<file path="config.mk">
export PLATFORM = sky130hd
export DESIGN_NAME = ysyx_23060061_scoreboard_regfile
export DESIGN_NICKNAME = d
export VERILOG_FILES = /design/src/rtl/ysyx_23060061_rf_pkg.sv /design/src/rtl/ysyx_23060061_busy_table.sv /design/src/rtl/ysyx_23060061_scoreboard_regfile.sv
export SDC_FILE = /design/constraint.sdc
export NUM_CORES = 2
export LEC_CHECK = 0
export ABC_AREA = 1
export CAP_MARGIN = 25
export CELL_PAD_IN_SITES_DETAIL_PLACEMENT = 1
export CELL_PAD_IN_SITES_GLOBAL_PLACEMENT = 1
export CORE_UTILIZATION = 47
export DETAILED_ROUTE_END_ITERATION = 7
export PLACE_DENSITY = 0.8
export SYNTH_ARGS = -nofsm -noshare
export SYNTH_HDL_FRONTEND = slang
export SYNTH_HIERARCHICAL = 1
export SYNTH_SLANG_ARGS = --single-unit
</file>
<file path="constraint.sdc">
create_clock -name clk -period 3.3 [get_ports clk]
set_input_delay 0.66 -clock clk [delete_from_list [all_inputs] [get_ports clk]]
set_output_delay 0.66 -clock clk [all_outputs]
set_load 0.02 [all_outputs]
</file>
<file path="src/rtl/ysyx_23060061_rf_pkg.sv">
// Shared constants for the scoreboarded integer register file.
package ysyx_23060061_rf_pkg;

    localparam int unsigned RF_ADDR_WIDTH = 5;
    localparam int unsigned RF_DATA_WIDTH = 32;
    localparam int unsigned RF_X0_IDX     = 0;
    localparam int unsigned RF_MAX_RPORTS = 4;

endpackage : ysyx_23060061_rf_pkg

</file>
<file path="src/rtl/ysyx_23060061_busy_table.sv">
// Busy-bit scoreboard: tracks registers with an outstanding writer.
// Allocation sets, writeback clears, flush wipes everything.
module ysyx_23060061_busy_table
    import ysyx_23060061_rf_pkg::*;
#(
    parameter int unsigned ADDR_WIDTH = RF_ADDR_WIDTH
) (
    input  logic                           clk,
    input  logic                           rst,
    input  logic                           alloc_valid,
    input  logic [ADDR_WIDTH-1:0]          alloc_addr,
    output logic                           alloc_ready,
    input  logic                           clr_valid,
    input  logic [ADDR_WIDTH-1:0]          clr_addr,
    input  logic                           flush,
    output logic [(1 << ADDR_WIDTH)-1:0]   busy,
    output logic [ADDR_WIDTH:0]            busy_count,
    output logic                           idle
);

    localparam int unsigned DEPTH = 1 << ADDR_WIDTH;
    localparam int unsigned CW    = ADDR_WIDTH + 1;
    localparam logic [ADDR_WIDTH-1:0] X0 = ADDR_WIDTH'(RF_X0_IDX);

    logic [DEPTH-1:0] busy_q, busy_d;
    logic [CW-1:0]    count_q, count_d;
    logic             idle_q, idle_d;
    logic             set_c, clr_c;

    // Ready depends on registered busy state only, never on a same-cycle writeback.
    assign alloc_ready = !flush && ((alloc_addr == X0) || !busy_q[alloc_addr]);

    // Next busy vector and population count.
    always_comb begin
        busy_d  = busy_q;
        count_d = count_q;
        set_c   = alloc_valid && alloc_ready && (alloc_addr != X0);
        clr_c   = clr_valid && (clr_addr != X0) && busy_q[clr_addr];
        if (clr_c) begin
            busy_d[clr_addr] = 1'b0;
        end
        if (set_c) begin
            busy_d[alloc_addr] = 1'b1;
        end
        if (set_c && !clr_c) begin
            count_d = count_q + CW'(1);
        end else if (clr_c && !set_c) begin
            count_d = count_q - CW'(1);
        end
        if (flush) begin
            busy_d  = '0;
            count_d = '0;
        end
        idle_d = (count_d == '0);
    end

    // Scoreboard state registers.
    always_ff @(posedge clk) begin
        if (rst) begin
            busy_q  <= '0;
            count_q <= '0;
            idle_q  <= 1'b1;
        end else begin
            busy_q  <= busy_d;
            count_q <= count_d;
            idle_q  <= idle_d;
        end
    end

    assign busy       = busy_q;
    assign busy_count = count_q;
    assign idle       = idle_q;

endmodule : ysyx_23060061_busy_table

</file>
<file path="src/rtl/ysyx_23060061_scoreboard_regfile.sv">
// Multi-read-port register file with integrated busy-bit scoreboard.
// x0 reads zero and is never written.
// Optional feature: define SCOREBOARD_RF_BYPASS_EN for write-through reads
// (same-cycle writeback data and cleared busy flag seen on matching ports).
module ysyx_23060061_scoreboard_regfile
    import ysyx_23060061_rf_pkg::*;
#(
    parameter int unsigned ADDR_WIDTH = RF_ADDR_WIDTH,
    parameter int unsigned DATA_WIDTH = RF_DATA_WIDTH,
    parameter int unsigned NR_RPORTS  = 2
) (
    input  logic                             clk,
    input  logic                             rst,
    input  logic                             wen,
    input  logic [ADDR_WIDTH-1:0]            waddr,
    input  logic [DATA_WIDTH-1:0]            wdata,
    input  logic                             alloc_valid,
    input  logic [ADDR_WIDTH-1:0]            alloc_addr,
    output logic                             alloc_ready,
    input  logic                             flush,
    input  logic [NR_RPORTS*ADDR_WIDTH-1:0]  raddr,
    output logic [NR_RPORTS*DATA_WIDTH-1:0]  rdata,
    output logic [NR_RPORTS-1:0]             rbusy,
    output logic [ADDR_WIDTH:0]              busy_count,
    output logic                             idle
);

    localparam int unsigned DEPTH = 1 << ADDR_WIDTH;
    localparam logic [ADDR_WIDTH-1:0] X0 = ADDR_WIDTH'(RF_X0_IDX);

    logic [DATA_WIDTH-1:0] rf_q [DEPTH];
    logic [DEPTH-1:0]      busy;
    logic [ADDR_WIDTH-1:0] ra_c;

    ysyx_23060061_busy_table #(
        .ADDR_WIDTH (ADDR_WIDTH)
    ) u_busy_table (
        .clk         (clk),
        .rst         (rst),
        .alloc_valid (alloc_valid),
        .alloc_addr  (alloc_addr),
        .alloc_ready (alloc_ready),
        .clr_valid   (wen),
        .clr_addr    (waddr),
        .flush       (flush),
        .busy        (busy),
        .busy_count  (busy_count),
        .idle        (idle)
    );

    // Data array; writes land regardless of busy state or flush.
    always_ff @(posedge clk) begin
        if (rst) begin
            for (int unsigned i = 0; i < DEPTH; i++) begin
                rf_q[i] <= '0;
            end
        end else if (wen && (waddr != X0)) begin
            rf_q[waddr] <= wdata;
        end
    end

    // Combinational read muxes with optional write-through bypass.
    always_comb begin
        rdata = '0;
        rbusy = '0;
        ra_c  = '0;
        for (int unsigned p = 0; p < NR_RPORTS; p++) begin
            ra_c = raddr[p*ADDR_WIDTH +: ADDR_WIDTH];
            if (ra_c != X0) begin
                rdata[p*DATA_WIDTH +: DATA_WIDTH] = rf_q[ra_c];
                rbusy[p]                          = busy[ra_c];
`ifdef SCOREBOARD_RF_BYPASS_EN
                if (wen && (waddr == ra_c)) begin
                    rdata[p*DATA_WIDTH +: DATA_WIDTH] = wdata;
                    rbusy[p]                          = 1'b0;
                end
`endif
            end
        end
    end

endmodule : ysyx_23060061_scoreboard_regfile

</file>
* Word level (Yosys, flattened, before mapping)
Memory sizes are Yosys's and may differ from the RTL's.
Cells that the tools add are included.
** Storage, ports and cells
- Bits in registers :: 39
- Memory bits (writable) :: 1024
- Bits of input ports :: 57
- Output and inout port bits :: 74
- Word-level logic and storage cells :: 66
- Memories kept :: 1
** Cells by class
- Add/subtract/negate cells :: 2
- Magnitude comparators :: 6
- Muxes and demuxes :: 29
- Bitwise operators :: 3
- Reductions and logical operators :: 22
** Memory list
- rf_q :: words 32, bits a word 32, rd ports 2, clocked after Yosys merged registers in 0, wr ports 32, line ysyx_23060061_scoreboard_regfile.sv:31 : logic [DATA_WIDTH-1:0] rf_q [DEPTH];
** Operators by type and width (number)
- two-way mux 32 bit :: 5
- bitwise AND 32 bit :: 1
- inverter 32 bit :: 1
- bitwise OR 32 bit :: 1
- OR reduction 32 bit :: 1
- < comparator 5 x 6 -> 1 bit (second input constant) :: 4
- binary-select mux 1 bit (select 5 bit) :: 4
- nonzero test 5 bit :: 4
- two-way mux 6 bit :: 3
- two-way mux 1 bit :: 14
- demux 1 bit (select 5 bit) :: 2
- >= comparator 5 x 1 -> 1 bit (second input constant) :: 2
- logical AND 1 bit :: 9
- adder 6 x 1 -> 6 bit (second input constant) :: 1
- zero test 6 bit :: 1
- subtractor 6 x 1 -> 6 bit (second input constant) :: 1
- zero test 5 bit :: 1
- two-way mux 5 bit :: 1
- zero test 1 bit :: 4
- OR reduction 2 bit :: 1
- logical OR 1 bit :: 1

* Logic depth before layout (Yosys ltp)
- Depth after elaboration :: 13
- Depth in mapped cells :: 21
- Mapped depth without buffers :: 20

* By module
The synthesis kept the hierarchy.
** Modules (own cells, without submodules)
- ysyx_23060061_scoreboard_regfile :: instances 1, cells each 7405, area an instance 57323.7 um2, seq. area each 30749.5 um2
- ysyx_23060061_busy_table :: instances 1, cells each 488, area an instance 2839.0 um2, seq. area each 780.7 um2

* Worst setup path before layout
Ideal clock, no wire load.
- Kind :: in2out
- From :: input raddr[1]
- To :: output rdata[5]
- Data arrival time :: 2021 ps
- Data required time :: 2640 ps
- Slack :: 619 ps
- Stages :: 10
- Cell sequence :: buf_2 > inv_2 > buf_2 > buf_1 > o211ai_1 > a21oi_1 > nor2_1 > nand2_1 > nand2_1 > nor2_1
** Between the ends
- Longest elaborated chain between the ends :: 2
** RTL lines
- from (decl) :: line ysyx_23060061_scoreboard_regfile.sv:21 : input logic [NR_RPORTS*ADDR_WIDTH-1:0] raddr,
- memory (32 x 32 bit) / nonzero test 5 bit (equally long branches)
- two-way mux 32 bit * :: line ysyx_23060061_scoreboard_regfile.sv:69 : if (ra_c != X0) begin
- to (decl) :: line ysyx_23060061_scoreboard_regfile.sv:22 : output logic [NR_RPORTS*DATA_WIDTH-1:0] rdata,
Every way passes the cells marked *; elsewhere a longest branch is shown, timed or not.

* Final worst setup path
- From :: input raddr[5]
- To :: output rdata[42]
The elaborated chain is that of the path after synthesis.

==> results by group <==
Pwr
  • Maximum VDD drop: 0.000436 V
  • Pwr/cell area: roughly 490 nW/µm²
  • Lkg Pwr: slightly above 30 nW

Detailed routing
  • WL met2: around 130 mm
  • DR WL met3: between 30 and 40 mm
  • Highest routed layer: met5
  • Vias: approximately 64000
  • Drt drc: 0
  • Via-to-Cell Ratio: 6.38
  • WL final: just under 300 mm
  • WL met1: between 100 and 150 mm
  • DRT Pass-1 Iters: 6
  • Routed len/inst: 29.1 µm
  • ANT nets after route: 0
  • 1st-iter DRT viols: ~9500

Clock network
  • CTS Buf Count: approximately 120
  • TritonCTS Sinks: roughly 1100
  • Clk_lat worst skew: 0.77 ns
  • Max clock buf depth: 3
  • H-tree depth: 3
  • Root buffer cell: clkbuf_16
  • TritonCTS clock tree: yes
  • Clock-pin slew on the worst setup and hold paths: around 0.070 ns
  • Quantity of hold-fixing buffers added after cts: 0

Worst setup path
  • Flop2flop setup slack: 1.03 ns
  • Critical-path cell list: buf_8 -> clkinv_16 -> buf_16 -> buf_12 -> nand2_1 -> nand3_1 -> nand3_1 -> nand2_1 -> nand2_1 -> nand2_1 -> nor2_1 -> nor2_1 -> dlygate4sd2_1
  • CP dominant cell by count: nand2_1
  • Worst path bufs/invs: 5
  • Worst path required time: between 2 and 3 ns
  • Delay-heaviest family, CP: buffers and inverters
  • Critical path endpoint category: output port
  • Startpoint types: primary input
  • CP max stage delay: about 0.33 ns
  • Kind of critical path: in2out
  • CP Data Arrival Time: approximately 2.7 ns
  • R2R Path Start: u_busy_table/busy[20]$_SDFF_PP0_
  • R2r worst-path depth: 18
  • RR Endpoint: u_busy_table/idle$_SDFF_PP1_
  • Critical-path top delay cell: dlygate4sd2_1
  • Worst Path Max Fanout: between 40 and 50

Cells and area
  • Post-layout util: between 50 and 60%
  • Fill count: ~15000
  • Layout cells sized above 1: 12.5%
  • Nets: 8285
  • Design area: ~73000 µm²
  • Layout Area Growth over Synthesis: 20.9%

Timing
  • Slew margin rel.: 58.2%
  • Max Slew Vio Count: 0
  • Worst Skew: between 0.009 and 0.01 ns
  • Fmax: around 300 MHz
  • Slew @ Worst Pin: 0.627 ns
  • Worst Setup Slack, final: -0.0217 ns
  • Final min period: about 3.3 ns
  • Hold Fails Final Rpt: 0
  • RSZ-0062 raised after global routing: true
  • Crit share post-route: 101%
  • Final setup violation count: 3

Global routing
  • Total track usage: roughly 44%
  • Initial antenna violation count: 3
  • Vias in the first global route: between 60000 and 70000
  • Remaining Overflow, GRT: 0
  • First-pass GRT wire length: roughly 420 mm
  • Pin count of the biggest net entering global routing: 57

Synth
  • Ys Warns: 6
  • Ranking of synthesized cells by area: edfxtp_1 (51%), nand2_1 (15%), nor2_1 (11%), nand3_1 (8.4%), o21ai_0 (3.8%)
  • Most instantiated cells after synthesis: nand2_1 (2383), nor2_1 (1831), edfxtp_1 (1024), nand3_1 (1011), o21ai_0 (460)
  • Synthesized cell area: 60200 µm²
  • Post-synth top area cell: edfxtp_1
  • Post-synth ARST share: 0%
  • Post-synth top area share: between 50% and 60%
  • Syn Area/Cell: 7.62 µm²
  • Sequential area share after synthesis: 52.4%
  • Count leader, synth: nand2_1
  • Cells after Synth: a little under 8000
  • Top_reg_cell synth: edfxtp_1
  • Post-synth EDFFs: around 1000
  • Netlist cell types: 37
  • Number of synthesized register bits: about 1100

Die
  • Starting Density: between 40 and 50%
  • IO Pins: 131
  • Row count: 130
  • DIE WIDTH: between 300 and 400 µm
  • Die area: approximately 130000 µm²
  • Core ar.: between 100000 and 150000 µm²
  • Die height: 360 µm

Worst hold path
  • Hold_sp: alloc_addr[0]
  • Worst Hold Class: in2reg
  • Hold EP: u_busy_table/busy[10]$_SDFF_PP0_
  • Worst Hold Path Cells: 5

Place
  • Worst slack, placed: -0.403 ns
  • # port buffers: 130
  • Post-DP HPWL: 186 mm
  • DP Area: between 60000 and 70000 µm²
  • Global placement routability congestion: approximately 0.94

Flow run
  • # Max-Cap Violations: 0

Outcome
  • Failing checks: setup timing
  • Status: finished with violations
-- power by group --
group / switching, mW / internal (mW)
combinational: 4.06 / 1.95
clock: 5.85 / 7.60
sequential: 0.434 / 15.5
-- cell families (layout without fill, tap and decap cells) --
logic type | count (synthesis) | after routing | synth area share, %
buffers and inverters | 862 | 1263 | 6.28
flip-flops | 1063 | 1063 | 52.4
other | 1 | 34 | 0.00623
AND/OR/NAND/NOR | 5268 | 5268 | 35.3
AO/OA/AOI/OAI | 691 | 691 | 5.87
adder cells (fa/ha/maj) | 2 | 2 | 0.0416
XOR/XNOR | 6 | 6 | 0.0873
-- layout by cell type (no fill, tap or decap), drive strengths merged, types with 5 or more instances in the layout --
master	netlist	layout
nor2	1832	1832
clkbuf	276	159
dlygate4sd2	0	40
conb	1	32
edfxtp	1024	1024
a21oi	173	173
buf	383	721
nand2	2386	2386
clkdlybuf4s15	0	9
clkdlybuf4s50	0	51
clkinvlp	0	5
nand3	1014	1014
o21ai	488	488
inv	198	198
dfxtp	39	39
bufinv	0	10
clkinv	5	65
nor3	29	29
o211ai	30	30
-- metrics by stage --
stage	total power, mW	std cells	setup TNS, ns	hold slack, ns
global placement	21.7	9737	-10.54	0.510
floorplan	18.9	7924	0	0.447
detailed placement	21.9	9737	-12.60	0.533
global route	36.2	9975	-0.108	0.557
finish	35.4	9977	-0.0348	0.546
CTS	35.1	9965	0	0.542
-- sequential cells by signal, indices dropped and copies added, names as in the netlist --
register / cells
rf_q: 1024
u_busy_table/busy: 32
u_busy_table/busy_count: 6
u_busy_table/idle: 1
-- tightest hold or removal path, delay by kind of cell --
family | cells | cell delay (ns)
buffers and inverters | 2 | 0.38
AND/OR/NAND/NOR | 2 | 0.16
AO/OA/AOI/OAI | 1 | 0.05
-- routing by layer --
| metal | up-vias | track usage (%) |
|---|---|---|
| met5 | - | 0 |
| met4 | 4 | 28.5 |
| met3 | 1309 | 10.6 |
| met2 | 4620 | 67.9 |
| met1 | 31200 | 55.1 |
| li1 | 26500 | - |
-- worst max-delay path by stage --
stage,end,depth (start not counted),start
detailed placement,rdata[57],13,raddr[5]
global route,rdata[39],13,raddr[5]
CTS,rdata[47],15,raddr[5]
global placement,rdata[57],13,raddr[5]
floorplan,rdata[5],10,raddr[1]
finish,rdata[42],13,raddr[5]
-- area by class of cell --
| type | instances | area (µm²) | share of cell area (%) |
|---|---|---|---|
| well taps | 1650 | 2060 | 2.84 |
| repair buffers | 839 | 9240 | 12.7 |
| multi-input cells | 5999 | 25200 | 34.7 |
| clock inverters | 74 | 629 | 0.865 |
| diodes | 2 | 5.00 | 0.00688 |
| repair inverters | 1 | 11.3 | 0.0155 |
| flip-flops and latches | 1063 | 31500 | 43.3 |
| clock buffers | 146 | 3190 | 4.39 |
| inverters | 203 | 855 | 1.17 |
-- what timing repair did --
action,CTS,global route
pin swaps,0,6
gates resized for setup,99,60
buffers inserted,4,5
gates cloned,4,5
setup endpoints to repair,65,29
Power figures use the tool's default switching activity.
